==> src/rtl/fifo_pkg.sv <==
// Shared definitions for the byte fifo and its word packer: byte width and packer state encoding.
package fifo_pkg;

    localparam int BYTE_W = 8;

    typedef enum logic {
        FILL = 1'b0,
        HOLD = 1'b1
    } state_t;

endpackage

==> src/rtl/fifo_word_packer.sv <==
// Purpose: pops bytes from a show-ahead fifo and packs LANES of them (lane 0 first) into one word with a keep mask.
// Latency: last byte popped at edge N -> out_valid visible in cycle N+1; partial words on idle timeout or flush.
// Backpressure: while a word is held (out_valid && !out_ready) no bytes are popped and the word stays stable.
module fifo_word_packer
    import fifo_pkg::*;
#(
    parameter int WIDTH     = BYTE_W,
    parameter int LANES     = 4,
    parameter int LOG2LANES = 2,
    parameter int TIMEOUT   = 16,
    parameter int LOG2TMO   = 5
) (
    input  logic                     clk,
    input  logic                     rst,
    input  logic                     fifo_empty,
    input  logic [WIDTH-1:0]         fifo_dataout,
    output logic                     fifo_pop,
    input  logic                     flush,
    output logic [WIDTH*LANES-1:0]   out_data,
    output logic [LANES-1:0]         out_keep,
    output logic                     out_valid,
    input  logic                     out_ready
);

    localparam logic [LOG2LANES-1:0] LAST_IDX = LOG2LANES'(LANES - 1);
    localparam logic [LOG2TMO-1:0]   TMO_M1   = LOG2TMO'(TIMEOUT - 1);

    state_t                   r_state;
    state_t                   w_state_nxt;
    logic [LOG2LANES-1:0]     r_idx;
    logic [LOG2TMO-1:0]       r_timer;
    logic [WIDTH*LANES-1:0]   r_lanes;
    logic [LANES-1:0]         r_keep;

    logic w_pop;
    logic w_last;
    logic w_tmo;
    logic w_flush;
    logic w_accept;
    logic w_tmr_sat;

    assign w_tmr_sat = &r_timer;

    always_comb begin
        w_state_nxt = r_state;
        w_pop       = 1'b0;
        w_last      = 1'b0;
        w_tmo       = 1'b0;
        w_flush     = 1'b0;
        w_accept    = 1'b0;
        case (r_state)
            FILL: begin
                // The fifo has no underflow guard, so pop strictly follows !empty.
                w_pop   = !fifo_empty && !rst;
                w_last  = w_pop && (r_idx == LAST_IDX);
                w_tmo   = (TIMEOUT != 0) && fifo_empty && (r_idx != '0) && (r_timer == TMO_M1);
                w_flush = flush && (w_pop || (r_idx != '0));
                if (w_last || w_tmo || w_flush) begin
                    w_state_nxt = HOLD;
                end
            end
            HOLD: begin
                w_accept = out_ready;
                if (out_ready) begin
                    w_state_nxt = FILL;
                end
            end
            default: w_state_nxt = FILL;
        endcase
    end

    always_ff @(posedge clk) begin
        if (rst) begin
            r_state <= FILL;
            r_idx   <= '0;
            r_timer <= '0;
            r_lanes <= '0;
            r_keep  <= '0;
        end else begin
            r_state <= w_state_nxt;
            if (w_accept) begin
                r_idx   <= '0;
                r_timer <= '0;
                r_lanes <= '0;
                r_keep  <= '0;
            end else if (w_pop) begin
                r_lanes[r_idx*WIDTH +: WIDTH] <= fifo_dataout;
                r_keep[r_idx]                 <= 1'b1;
                r_idx                         <= r_idx + 1'b1;
                r_timer                       <= '0;
            end else if (r_state == FILL) begin
                // Idle timer only runs while a partial word is pending.
                if (r_idx == '0) begin
                    r_timer <= '0;
                end else if (fifo_empty && !w_tmr_sat) begin
                    r_timer <= r_timer + 1'b1;
                end
            end
        end
    end

    assign fifo_pop  = w_pop;
    assign out_valid = (r_state == HOLD);
    assign out_data  = r_lanes;
    assign out_keep  = r_keep;

endmodule

==> config.mk <==
export PLATFORM = sky130hd
export DESIGN_NAME = fifo_word_packer
export DESIGN_NICKNAME = d
export VERILOG_FILES = /design/src/rtl/fifo_pkg.sv /design/src/rtl/fifo_word_packer.sv
export SDC_FILE = /design/constraint.sdc
export NUM_CORES = 1
export LEC_CHECK = 0
export ABC_AREA = 1
export BUFFER_PORTS_ARGS = -buffer_cell sky130_fd_sc_hd__clkbuf_2
export CORE_MARGIN = 2
export CORE_UTILIZATION = 54
export CTS_CLUSTER_DIAMETER = 30
export DETAILED_ROUTE_END_ITERATION = 10
export HOLD_SLACK_MARGIN = 0.03
export PLACE_DENSITY = 0.86
export SETUP_SLACK_MARGIN = 0.4
export SLEW_MARGIN = 20
export SYNTH_ARGS = -nofsm -noshare
export SYNTH_HDL_FRONTEND = slang
export SYNTH_SLANG_ARGS = --single-unit
==> constraint.sdc <==
create_clock -name clk -period 2.2 [get_ports clk]
set_clock_uncertainty 0.05 [all_clocks]
set_input_delay 0.11 -clock clk [delete_from_list [all_inputs] [get_ports clk]]
set_output_delay 0.11 -clock clk [all_outputs]
set_load 0.05 [all_outputs]
==> Yosys cells after proc, flatten, opt, wreduce, memory -nomap -nowiden <==
Cells that the tools add are included.
{ "word_totals": {"reg_bits": 44, "in_bits": 13, "output_inout_bits": 38} }
{ "classes": {"add_sub_neg": 3, "order_cmp": 2, "n_eq_ne": 2, "shifts": 2, "n_mux": 10, "bitwise": 2, "reduce_logical": 20} }
{ "ops": {"columns": ["op", "n"], "rows": [
  ["5-bit negation with 34-bit output", 1],
  ["8-bit by 34-bit variable shift with 32-bit output, first input constant", 1],
  ["8-bit by 34-bit indexed part select with 32-bit output", 1],
  ["32-bit bitwise mux", 1],
  ["5-bit two-way mux", 2],
  ["1-bit logical AND", 7],
  ["5-bit by 1-bit adder with 5-bit output, second input constant", 1],
  ["5-bit by 4-bit equality test with 1-bit output, second input constant", 1],
  ["1-bit two-way mux", 5],
  ["5-bit AND reduction", 1],
  ["4-bit OR", 1],
  ["2-bit nonzero test", 2],
  ["1-bit zero test", 3],
  ["1-bit logical OR", 3],
  ["2-bit by 3-bit less-than comparator with 1-bit output, second input constant", 1],
  ["3-bit OR reduction", 1],
  ["2-bit by 1-bit adder with 2-bit output, second input constant", 1],
  ["1-bit demux with 2-bit select", 1],
  ["2-bit equality test, second input constant", 1],
  ["2-bit by 1-bit greater-or-equal comparator with 1-bit output, second input constant", 1],
  ["2-bit zero test", 1],
  ["1-bit one-hot mux with 2 select lines", 1],
  ["2-bit AND reduction", 1],
  ["2-bit OR reduction", 1],
  ["1-bit NOT", 1]
]} }

==> Depth between registers and ports, before layout <==
Gate-level depths: netlist of run 1.
{ "logic_depth": {"depth_word": 7, "depth_mapped": 11, "ltp_nobuf": 11} }

==> Worst setup path after synthesis of run 1 <==
OpenSTA, ideal clock, no wires.
{ "synth_path": {"path_type": "flip-flop to flip-flop", "from": "register r_idx[0]", "to": "register r_lanes[23] (netlist: out_data[23])", "setup_time_ns": 0.064, "t_arrival_ns": 1.668, "required_time_ns": 2.086, "slack_ns": 0.418, "stages_incl_launch_ff": 11, "path_buffers": 2, "path_cell_list": "dfxtp_1 buf_6 buf_2 inv_1 ha_1 inv_1 nor2_1 nand2_1 nand2_1 nand2_1 nor2_1"} }
{ "synth_between": {"elab_chain_cells": 3, "elab_cells_between_ends": 4, "classes_between": "add/sub: 1; shift: 2; mux: 1"} }
{ "synth_lines": {"columns": ["element", "line", "text"], "rows": [
  ["start, declared", "fifo_word_packer.sv:30", "logic [LOG2LANES-1:0] r_idx;"],
  ["start signal, assigned", "fifo_word_packer.sv:89", "r_idx <= r_idx + 1'b1;"],
  ["5-bit negation with 34-bit output *", "fifo_word_packer.sv:87", "r_lanes[r_idx*WIDTH +: WIDTH] <= fifo_dataout;"],
  ["8-bit by 34-bit indexed part select with 32-bit output or 8-bit by 34-bit variable shift with 32-bit output (tied branches)", "fifo_word_packer.sv:87", null],
  ["32-bit bitwise mux *", "fifo_word_packer.sv:87", null],
  ["end signal, assigned by index", "fifo_word_packer.sv:87", null],
  ["end, declared", "fifo_word_packer.sv:32", "logic [WIDTH*LANES-1:0] r_lanes;"]
]} }
Every way passes the cells marked *; elsewhere a longest branch is shown, timed or not.
A chain may end at the register's enable or synchronous reset.

==> Worst setup path in the final report of run 1 <==
{ "layout_path": {"from": "register r_idx[1]", "to": "register r_state (netlist: out_valid)"} }
{ "layout_between": {"elab_chain_cells": 7, "elab_cells_between_ends": 11, "classes_between": "eq/ne: 1; mux: 2; reduce/logical: 8"} }
{ "layout_lines": {"columns": ["element", "line", "text"], "rows": [
  ["2-bit nonzero test", "fifo_word_packer.sv:56, fifo_word_packer.sv:57", null],
  ["1-bit logical AND (2 in series)", "fifo_word_packer.sv:56", "w_tmo = (TIMEOUT != 0) && fifo_empty && (r_idx != '0) && (r_timer == TMO_M1);"],
  ["1-bit logical OR", "fifo_word_packer.sv:58", "if (w_last || w_tmo || w_flush) begin"],
  ["1-bit logical OR *", "fifo_word_packer.sv:58", null],
  ["1-bit two-way mux *", "fifo_word_packer.sv:58", null],
  ["1-bit one-hot mux with 2 select lines *", "fifo_word_packer.sv:51", "case (r_state)"],
  ["end signal, assigned", "fifo_word_packer.sv:80", "r_state <= w_state_nxt;"],
  ["end, declared", "fifo_word_packer.sv:28", "state_t r_state;"]
]} }
Marked as above.

==> impl_metrics.json, run 1 <==
{
  "avgRoutedWirePerCell_um": 11.4,
  "areaGrowthSynthToFinish_pct": 19.1,
  "rows": 23,
  "synth_top_area_frac": 0.390,
  "post-cts-setup-buffers": 0,
  "drc": 0,
  "die_area_sq_um": 4720,
  "hold_buffers": 0,
  "ff2ff_path_depth": 6,
  "syn_inst": 336,
  "initial_core_util": 0.565,
  "critPathCaptureType": "register",
  "n_fill_cell": 352,
  "pwr-share-comb": 0.206,
  "async_reset_ff_frac": 0,
  "tns_ns": 0,
  "finalSetupViolations": 0,
  "first_pass_iters": 4,
  "slew_viol_final": 0,
  "cts_buffers": 5,
  "ant_nets": 0,
  "period_share": 0.770,
  "diodes": 0,
  "syn-num-nets": 359,
  "totalWireLength_um": 5020,
  "nNetsFinal": 412,
  "antenna_found_initial": 0,
  "switching_share": 0.304,
  "regArea_sq_um": 881,
  "rsz0062_at_grt": "true",
  "cp_max_fo": 13,
  "maxCapViolations": 0,
  "worst_ep_arrival_time_ns": 1.82,
  "clock_latency_ns": 0.30,
  "clockBufferDepth": 2,
  "synth_enable_flop_cells": 0,
  "ir_drop_mv": 0.566,
  "required_ns": 2.32,
  "synth_area_leader_cell": "dfxtp_1",
  "cts_tree": "yes",
  "overflow": 0,
  "htree_levels": 2,
  "clock-sinks": 44,
  "worst_slew_pin_slew_ns": 0.480,
  "timing.reg2reg.setup_slack_ns": 0.51,
  "ys_ff_latch": 44,
  "core_area_sq_um": 4000,
  "hold_depth": 4,
  "critPathKind": "reg -> reg",
  "viasPerCell": 4.80,
  "place_congestion": 0.929,
  "r2r-start": "r_idx[1]",
  "synth.area.top_cells": "dfxtp_1 (39%), nand2_1 (16%), nor2_1 (9.6%)",
  "multi_input_area_sq_um": 1150,
  "syn_area_sq_um": 2260,
  "status": "finished clean",
  "min_period_ns": 1.69,
  "portBuffers": 50,
  "post_cts_resized": 0,
  "grt_usage": 0.237,
  "min_to": "out_valid",
  "p_per_area_nw_per_um2": 707,
  "p_int_uw": 1320,
  "yosysMostFrequentCell": "nand2_1",
  "synthFlopType": "dfxtp_1",
  "utilization": 0.673,
  "syn_area_per_cell_sq_um": 6.72,
  "p_leak_uw": 0.00129,
  "hold_start": "flush",
  "timing.final.hold_violations": 0,
  "grt_pass1_vias": 1938,
  "power.switching_uw": 578,
  "min_path_type": "in -> reg",
  "dp_hpwl_um": 3740,
  "clock.fmax_mhz": 591,
  "drtIter0Drc": 126,
  "p_seq_frac": 0.442,
  "r2r-end": "out_valid",
  "synthTopCellsByCount": "nand2_1 (99), nor2_1 (58), inv_1 (46), dfxtp_1 (44), nand3_1 (28)",
  "fp.dieH_um": 68.7,
  "synth_warnings": 0,
  "num_io_pins": 51,
  "drive_above_1_share": 0.215,
  "cp-start-kind": "register",
  "clock_power_share": 0.353,
  "dp_slack_ns": 0.508,
  "setup_ws_ns": 0.507,
  "die_x_um": 68.7,
  "cts_root_buffer": "clkbuf_8",
  "clk_pin_slew_worst_paths_ns": 0.08,
  "grt_start_max_net_pins": 29,
  "slew_headroom": 0.680,
  "synthDistinctLibCells": 22,
  "vias": 2113,
  "grt_pass1_wl_um": 8310,
  "ys_seq_area_frac": 0.390
}
final cells by class:
| class | instances | area share |
|---|---|---|
| multi-input combinational | 234 | 0.426 |
| sequential | 44 | 0.327 |
| timing repair buffer | 54 | 0.104 |
| inverter | 50 | 0.0721 |
| clock buffer | 7 | 0.0358 |
| tap | 50 | 0.0233 |
| clock inverter | 1 | 0.0112 |
registers in the layout (all words and copies together) (netlist names):
name and count:
out_keep 4, r_idx 2, out_valid 1, out_data 32, r_timer 5
worst max-delay path: stages (launching register included):
cell and delay (ns):
dfxtp_1 0.35, inv_1 0.15, ha_1 0.30, clkinvlp_4 0.28
o21a_1 0.25, nor2_1 0.12, nor2_1 0.06
placed cells by master (no fill, tap or decap), drive strengths merged:
master / count
o21ai: 7
dfxtp: 44
a21oi: 13
xnor2: 1
inv: 49
ha: 10
o22ai: 1
clkbuf: 57
clkinvlp: 1
buf: 4
nand2: 104
o21a: 3
bufinv: 1
nor2: 67
nand3: 28
how the worst max path moves through the flow:
stage                               to       start  cells after the start  slack [ns]
final                        out_valid    r_idx[1]                      6        0.51
after global routing         out_valid    r_idx[1]                      7        0.37
after CTS                 out_data[17]    r_idx[1]                      8        0.45
after detailed placement  out_data[17]    r_idx[1]                      8        0.51
after global placement      r_timer[1]  r_timer[0]                      9        0.57
after floorplan           out_data[23]    r_idx[0]                     10        0.42
power groups by stage:
stage / registers (uW) / clock network [uW] / logic (uW)
finish: 840 / 671 / 391
global route: 844 / 707 / 429
CTS: 840 / 678 / 385
detailed placement: 859 / 0 / 380
global placement: 858 / 0 / 377
floorplan: 932 / 0 / 221
stage by stage:
step                instance area (sq um)  hold WS (ns)  power (uW)  instances
global placement                     2550         0.380        1230        432
detailed placement                   2550         0.405        1240        432
floorplan                            2260         0.236        1150        336
global route                         2690         0.133        1980        440
CTS                                  2680         0.108        1900        440
finish                               2690         0.109        1900        440
routing by layer:
layer  track usage  vias to the layer above  routed length [um]
li1              -                     1121                   -
met3        0.0406                       10                 302
met4         0.113                        0                 112
met2         0.379                       63                2250
met1         0.309                      919                2350
met5             0                        -                   0
logic make-up after synthesis:
| kind of cell | count (synthesis) | synth area share |
|---|---|---|
| AO/OA/AOI/OAI | 24 | 0.0587 |
| XOR/XNOR | 1 | 0.00388 |
| adder cells (fa/ha/maj) | 10 | 0.0554 |
| buffers and inverters | 58 | 0.105 |
| flip-flops | 44 | 0.390 |
| AND/OR/NAND/NOR | 199 | 0.387 |
Power figures use the tool's default switching activity.
==> inputs of run 2 (changes only) <==
- ABC_AREA: 1 -> 0
- CORE_UTILIZATION: 54 -> 51
- PLACE_DENSITY: 0.86 -> 0.84
- clock period: 2.2 -> 1.6 ns (I/O delays scaled with it)
==> run 2 against run 1 <==
The flow now stops in global routing (5_1_grt); synthesized cell count down 37%; area after synthesis shrank 20%.
==> impl_metrics.json, run 2 <==
{
  "ys_seq_area_frac": 0.487,
  "cts_root_buffer": "clkbuf_4",
  "repair-timing-grt-worst-ep": "out_data[26]$_SDFFE_PP0P_/D",
  "portBuffers": 50,
  "synthTopCellsByCount": "dfxtp_1 (44), a21oi_1 (33), nand2_1 (28), nand3_1 (25), nor2_1 (21)",
  "synth_top_area_frac": 0.487,
  "async_reset_ff_frac": 0,
  "synth_enable_flop_cells": 0,
  "syn_inst": 211,
  "synth.area.top_cells": "dfxtp_1 (49%), a21oi_1 (9.1%), ha_1 (6.9%)",
  "htree_levels": 2,
  "num_io_pins": 51,
  "status": "aborted with a tool error",
  "clock-sinks": 44,
  "yosysMostFrequentCell": "dfxtp_1",
  "synthDistinctLibCells": 29,
  "grt_start_max_net_pins": 38,
  "tool.error": "[ERROR DPL-0038] Utilization greater than 100%, impossible to legalize",
  "clockBufferDepth": 2,
  "lastStage": "global routing (5_1_grt)",
  "dp_hpwl_um": 3220,
  "die_x_um": 63.6,
  "syn_area_per_cell_sq_um": 8.58,
  "initial_core_util": 0.538,
  "worst_endpoint_kind": "register data pin",
  "synth_warnings": 0,
  "place_congestion": 0.830,
  "ys_ff_latch": 44,
  "cts_buffers": 5,
  "synthFlopType": "dfxtp_1",
  "synth_area_leader_cell": "dfxtp_1",
  "fp.dieH_um": 63.6,
  "rows": 21,
  "syn_area_sq_um": 1810,
  "syn-num-nets": 234
}
-- run 2: cell types whose count changed after synthesis, moves of 4 or more --
cell / change
nand2_1: -71
buf_2: -5
inv_1: -41
nor2_2: -4
a21oi_1: +21
a22oi_1: +8
clkbuf_1: +8
nor2_1: -37
nor2_4: -4
o21ai_0: -6
-- run 2: timing repair --
action | 4_1_cts
gates cloned | 1
hold endpoints to repair | 34
setup endpoints to repair | 45
setup buffers | 16
hold buffers | 10
resized for setup | 67
pin swaps | 23
-- run 2: logic make-up after synthesis --
group | count (synthesis) | share of synthesized area
AND/OR/NAND/NOR | 89 | 0.235
adder cells (fa/ha/maj) | 10 | 0.0691
XOR/XNOR | 4 | 0.0193
AO/OA/AOI/OAI | 47 | 0.149
buffers and inverters | 17 | 0.0408
flip-flops | 44 | 0.487
-- run 2: per-stage QoR --
step	util	hold slack [ns]	setup slack, ns	std cells	cell area [sq um]
floorplan	-	0.156	-0.158	211	1960
global placement	0.701	0.254	-0.0420	317	2360
detailed placement	0.701	0.260	-0.118	317	2360
CTS	0.885	0.0745	-0.122	352	2980
==> inputs of run 3 (changes only) <==
- CORE_UTILIZATION: 51 -> 40
- CTS_CLUSTER_DIAMETER: 30 -> default
- HOLD_SLACK_MARGIN: 0.03 -> default
- PLACE_DENSITY: 0.84 -> default
- PLACE_DENSITY_LB_ADDON: default -> 0.15
- SETUP_SLACK_MARGIN: 0.4 -> default
==> run 3 against run 2 <==
The flow now finishes, with violations (setup timing); area after synthesis unchanged; synthesized cell count stayed put.
==> impl_metrics.json, run 3 <==
{
  "overflow": 0,
  "synth_area_leader_cell": "dfxtp_1",
  "r2r-end": "r_timer[3]",
  "violations": "setup timing",
  "synth_warnings": 0,
  "portBuffers": 50,
  "timing.final.hold_violations": 0,
  "avgRoutedWirePerCell_um": 13.5,
  "syn_inst": 211,
  "vias": 1685,
  "p_per_area_nw_per_um2": 868,
  "clock-sinks": 44,
  "ys_seq_area_frac": 0.487,
  "rsz0062_at_grt": "true",
  "drc": 0,
  "cts_buffers": 5,
  "min_path_type": "in -> reg",
  "place_congestion": 0.746,
  "ys_ff_latch": 44,
  "areaGrowthSynthToFinish_pct": 37.2,
  "dp_hpwl_um": 3180,
  "grt_pass1_wl_um": 7190,
  "r2r-start": "r_timer[1]",
  "htree_levels": 2,
  "synthDistinctLibCells": 29,
  "ant_nets": 0,
  "drive_above_1_share": 0.378,
  "critPathCaptureType": "register",
  "clk_pin_slew_worst_paths_ns": 0.08,
  "status": "finished, violations left",
  "diodes": 0,
  "layout_commonest_cell": "clkbuf_2",
  "hold_start": "fifo_dataout[1]",
  "viasPerCell": 5.11,
  "nNetsFinal": 301,
  "ir_drop_mv": 0.404,
  "clockBufferDepth": 2,
  "antenna_found_initial": 0,
  "grt_usage": 0.179,
  "worst_slew_pin_slew_ns": 0.349,
  "fp.dieH_um": 71.3,
  "slew_viol_final": 0,
  "timing.reg2reg.setup_slack_ns": -0.05,
  "async_reset_ff_frac": 0,
  "cts_root_buffer": "clkbuf_8",
  "hold_depth": 3,
  "synth_top_area_frac": 0.487,
  "synthFlopType": "dfxtp_1",
  "syn-num-nets": 234,
  "p_leak_uw": 0.000998,
  "worst_ep_arrival_time_ns": 1.79,
  "place_inst": 320,
  "final_cell_area_sq_um": 2480,
  "num_io_pins": 51,
  "largest_reg_flops": 32,
  "rows": 24,
  "drtIter0Drc": 83,
  "cp_max_fo": 5,
  "synth.area.top_cells": "dfxtp_1 (49%), a21oi_1 (9.1%), ha_1 (6.9%)",
  "totalWireLength_um": 4470,
  "grt_pass1_vias": 1491,
  "die_x_um": 71.3,
  "die_area_sq_um": 5080,
  "period_share": 1.03,
  "required_ns": 1.74,
  "syn_area_sq_um": 1810,
  "slew_headroom": 0.767,
  "setup_ws_ns": -0.0483,
  "cp-start-kind": "register",
  "core_area_sq_um": 4350,
  "grt_start_max_net_pins": 40,
  "clock.fmax_mhz": 607,
  "maxCapViolations": 0,
  "place_area_sq_um": 2280,
  "yosysMostFrequentCell": "dfxtp_1",
  "critPathKind": "reg -> reg",
  "most-common-layout-cells": "clkbuf_2 (49), dfxtp_1 (39), a21oi_1 (32), nand2_1 (28), nand3_1 (25)",
  "final_cell_count_no_fill": 330,
  "first_pass_iters": 4,
  "synth_enable_flop_cells": 0,
  "syn_area_per_cell_sq_um": 8.58,
  "initial_core_util": 0.416,
  "ff2ff_path_depth": 7,
  "min_to": "out_data[9]",
  "cts_tree": "yes",
  "finalSetupViolations": 2,
  "clock_latency_ns": 0.29,
  "min_period_ns": 1.65,
  "synthTopCellsByCount": "dfxtp_1 (44), a21oi_1 (33), nand2_1 (28), nand3_1 (25), nor2_1 (21)"
}
run 3: cell counts after synthesis:
No cell type changed its count.
run 3: through the flow:
stage | total power (uW) | utilization | setup WS (ns) | TNS, ns | hold slack, ns
global placement | 1500 | 0.525 | -0.0405 | -0.120 | 0.258
detailed placement | 1500 | 0.525 | -0.114 | -0.423 | 0.268
global route | 2250 | 0.571 | -0.0967 | -0.594 | 0.0378
CTS | 2160 | 0.554 | -0.0431 | -0.0561 | 0.0339
finish | 2160 | 0.571 | -0.0483 | -0.0562 | 0.0403
floorplan | 1370 | - | -0.158 | -1.22 | 0.156
run 3: layer usage:
metal  share of wire  GRT usage
met2            0.47      0.284
met4           0.021     0.0671
met5               0          0
met1            0.46      0.236
met3           0.050     0.0436
run 3: area by class of cell:
type | count | area, sq um
Timing Repair Buffer | 72 | 440
Multi-Input combinational cell | 150 | 988
Inverter | 5 | 21.3
Sequential cell | 44 | 892
Clock inverter | 1 | 5.00
Clock buffer | 6 | 72.6
Fill cell | 415 | 1870
Tap cell | 52 | 65.1
run 3: power by group:
part | internal, uW | total [uW] | leakage [uW] | switching (uW)
combinational | 137 | 370 | 0.000599 | 233
clock | 297 | 651 | 0.0000410 | 354
sequential | 1120 | 1140 | 0.000358 | 19.2
run 3: critical path, cell delays in order, from the launching register on:
cell      delay [ns]
dfxtp_2         0.34
ha_4            0.16
and3_4          0.17
ha_4            0.14
or2b_4          0.27
a211oi_2        0.21
xnor2_1         0.14
nor2_1          0.06
run 3: what timing repair did:
| item | 4_1_cts | 5_1_grt |
|---|---|---|
| gates resized for setup | 8 | 16 |
| setup buffers | 1 | 1 |
| hold endpoints to repair | 1 | 0 |
| setup endpoints to repair | 33 | 36 |
| pin swaps | 3 | 4 |
| hold buffers | 1 | 0 |
run 3: cells by family (layout without fill, tap and decap cells):
| kind of cell | count (synthesis) | after routing | synth area share |
|---|---|---|---|
| AO/OA/AOI/OAI | 47 | 47 | 0.149 |
| XOR/XNOR | 4 | 4 | 0.0193 |
| adder cells (fa/ha/maj) | 10 | 10 | 0.0691 |
| buffers and inverters | 17 | 84 | 0.0408 |
| flip-flops | 44 | 44 | 0.487 |
| AND/OR/NAND/NOR | 89 | 89 | 0.235 |
run 3: worst max-delay path by stage:
stage                     cells after the start        from           end
after floorplan                               6    r_idx[0]  out_data[24]
after global placement                        7  r_timer[1]    r_timer[3]
after detailed placement                      7  r_timer[1]    r_timer[4]
after CTS                                     7  r_timer[1]    r_timer[3]
after global routing                          7  r_timer[1]    r_timer[3]
final                                         7  r_timer[1]    r_timer[3]
==> inputs of run 4 (changes only) <==
- HOLD_SLACK_MARGIN: default -> 0.1
- REMOVE_ABC_BUFFERS: default -> 1
- SETUP_SLACK_MARGIN: default -> 0.2
==> run 4 against run 3 <==
The flow still finishes with violations (setup timing); wire length rose by 11%; count of clock-buffer cells in the layout is the same; via count increased by 6.9%; die area is the same; largest power group unchanged; combinational power is 35% higher; maximum frequency is 3.5% lower; critical path type unchanged; critical path depth is the same; sequential share of layout area down 5.9 points; hold slack better by 0.078 ns; largest cell class unchanged.
==> impl_metrics.json, run 4 (synthesis gave the netlist of run 3 again) <==
{
  "status": "finished, violations left",
  "violations": "setup timing",
  "htree_levels": 2,
  "antenna_found_initial": 0,
  "dp_hpwl_um": 3030,
  "crit_top_cell": "ha_4",
  "die_area_sq_um": 5080,
  "finalSetupViolations": 12,
  "slew_headroom": 0.810,
  "clock-sinks": 44,
  "place_inst": 320,
  "slew_viol_final": 0,
  "grt_start_max_net_pins": 40,
  "viasPerCell": 5.16,
  "nNetsFinal": 319,
  "grt_pass1_vias": 1665,
  "drive_above_1_share": 0.586,
  "p_per_area_nw_per_um2": 797,
  "portBuffers": 50,
  "cp.depth": 7,
  "min_path_type": "in -> reg",
  "crit_end": "r_timer[3]",
  "pwr-share-comb": 0.211,
  "areaGrowthSynthToFinish_pct": 64.0,
  "grt_usage": 0.190,
  "most-common-layout-cells": "clkbuf_2 (49), dfxtp_1 (40), nand2_1 (25), nand3_2 (23)",
  "cpMaxStageDelayCell": "dfxtp_2",
  "clockBufferDepth": 2,
  "drtIter0Drc": 67,
  "startpoint": "r_timer[0]",
  "min_period_ns": 1.71,
  "maxCapViolations": 0,
  "setup_ws_ns": -0.109,
  "num_io_pins": 51,
  "ant_nets": 0,
  "clock_power_share": 0.310,
  "die_x_um": 71.3,
  "rows": 24,
  "path_cells": "ha_4 > and3_4 > ha_4 > or2b_4 > a211oi_2 > xnor2_1 > nor2_1",
  "largest_reg_flops": 32,
  "power.switching_uw": 702,
  "utilization": 0.682,
  "critPathMaxStageDelay_ns": 0.34,
  "ff2ff_path_depth": 7,
  "worst_path_dominant_cell_family": "simple AND/OR/NAND/NOR gates",
  "rsz0062_at_grt": "true",
  "critPathCaptureType": "register",
  "cts_buffers": 5,
  "required_ns": 1.75,
  "p_seq_frac": 0.479,
  "first_pass_iters": 4,
  "totalWireLength_um": 4960,
  "place_congestion": 0.804,
  "cp-start-kind": "register",
  "cts_tree": "yes",
  "timing.reg2reg.setup_slack_ns": -0.11,
  "cp_num_buf_inv": 0,
  "r2r-end": "r_timer[3]",
  "p_int_uw": 1670,
  "overflow": 0,
  "clock_latency_ns": 0.30,
  "avgRoutedWirePerCell_um": 14.2,
  "holdWs_ns": 0.118,
  "worst_ep_arrival_time_ns": 1.86,
  "fp.dieH_um": 71.3,
  "diodes": 0,
  "clock.fmax_mhz": 585,
  "worst_slew_pin_slew_ns": 0.287,
  "layout_commonest_cell": "clkbuf_2",
  "p_leak_uw": 0.00112,
  "grt_pass1_wl_um": 7690,
  "critPathKind": "reg -> reg",
  "drc": 0,
  "cp_max_fo": 4,
  "initial_core_util": 0.416,
  "r2r-start": "r_timer[0]",
  "vias": 1802,
  "n_fill_cell": 347,
  "cts_root_buffer": "clkbuf_8",
  "core_area_sq_um": 4350,
  "period_share": 1.07,
  "final_cell_count_no_fill": 349,
  "clk_pin_slew_worst_paths_ns": 0.08,
  "timing.final.hold_violations": 0,
  "switching_share": 0.297,
  "ir_drop_mv": 0.400
}
run 4: changes by cell type in the layout (fill, tap and decap cells not counted), sizes merged:
cell | before | now
clkdlybuf4s15 | 0 | 1
clkbuf | 56 | 55
buf | 21 | 31
clkinv | 1 | 2
dlygate4sd3 | 1 | 9
run 4: power by group through the flow:
stage               registers [uW]  logic, uW  clock network [uW]
floorplan                     1220        131                   0
detailed placement            1160        340                   0
global placement              1160        340                   0
global route                  1140        537                 782
finish                        1130        499                 734
CTS                           1130        445                 737
run 4: cell type report:
| class | instances | area, sq um | area share |
|---|---|---|---|
| clock inverters | 2 | 10.0 | 0.00337 |
| clock buffers | 6 | 82.6 | 0.0278 |
| inverters | 5 | 28.8 | 0.00969 |
| well taps | 52 | 65.1 | 0.0219 |
| flip-flops and latches | 44 | 891 | 0.300 |
| multi-input cells | 150 | 1260 | 0.425 |
| repair buffers | 90 | 631 | 0.212 |
run 4: how the worst min path moves through the flow:
stage          startpoint   endpoint  cells after the start
2_1_floorplan       flush  out_valid                      2
6_report              rst  out_valid                      4
3_5_place_dp        flush  out_valid                      3
3_3_place_gp        flush  out_valid                      3
5_1_grt               rst  out_valid                      4
4_1_cts               rst  out_valid                      4
run 4: repair_timing:
action,CTS,global route
setup endpoints to repair,39,40
pin swaps,61,23
hold endpoints to repair,33,0
setup buffers,3,7
cloned,1,1
hold buffers,9,0
resized for setup,81,32
run 4: worst min-delay path, delay by kind of cell:
family                 cells  cell delay (ns)
and+or+nand+nor            1             0.06
AOI/OAI and AO/OA          2             0.14
buffers and inverters      1             0.15
run 4: routing by layer:
layer,GRT usage,vias to the layer above,part of all wire
met5,0,-,0
met4,0.0734,0,0.013
met3,0.0520,7,0.052
met2,0.303,46,0.49
met1,0.246,852,0.45
li1,-,897,-
run 4: per-stage QoR:
step	power (uW)	setup WS (ns)	TNS [ns]	cell area [sq um]
5_1_grt	2460	-0.188	-1.21	2970
4_1_cts	2310	-0.0531	-0.195	2770
2_1_floorplan	1350	-1.57	-46.73	1760
3_3_place_gp	1500	-0.159	-0.747	2240
6_report	2370	-0.109	-0.451	2970
3_5_place_dp	1500	-0.190	-1.02	2240
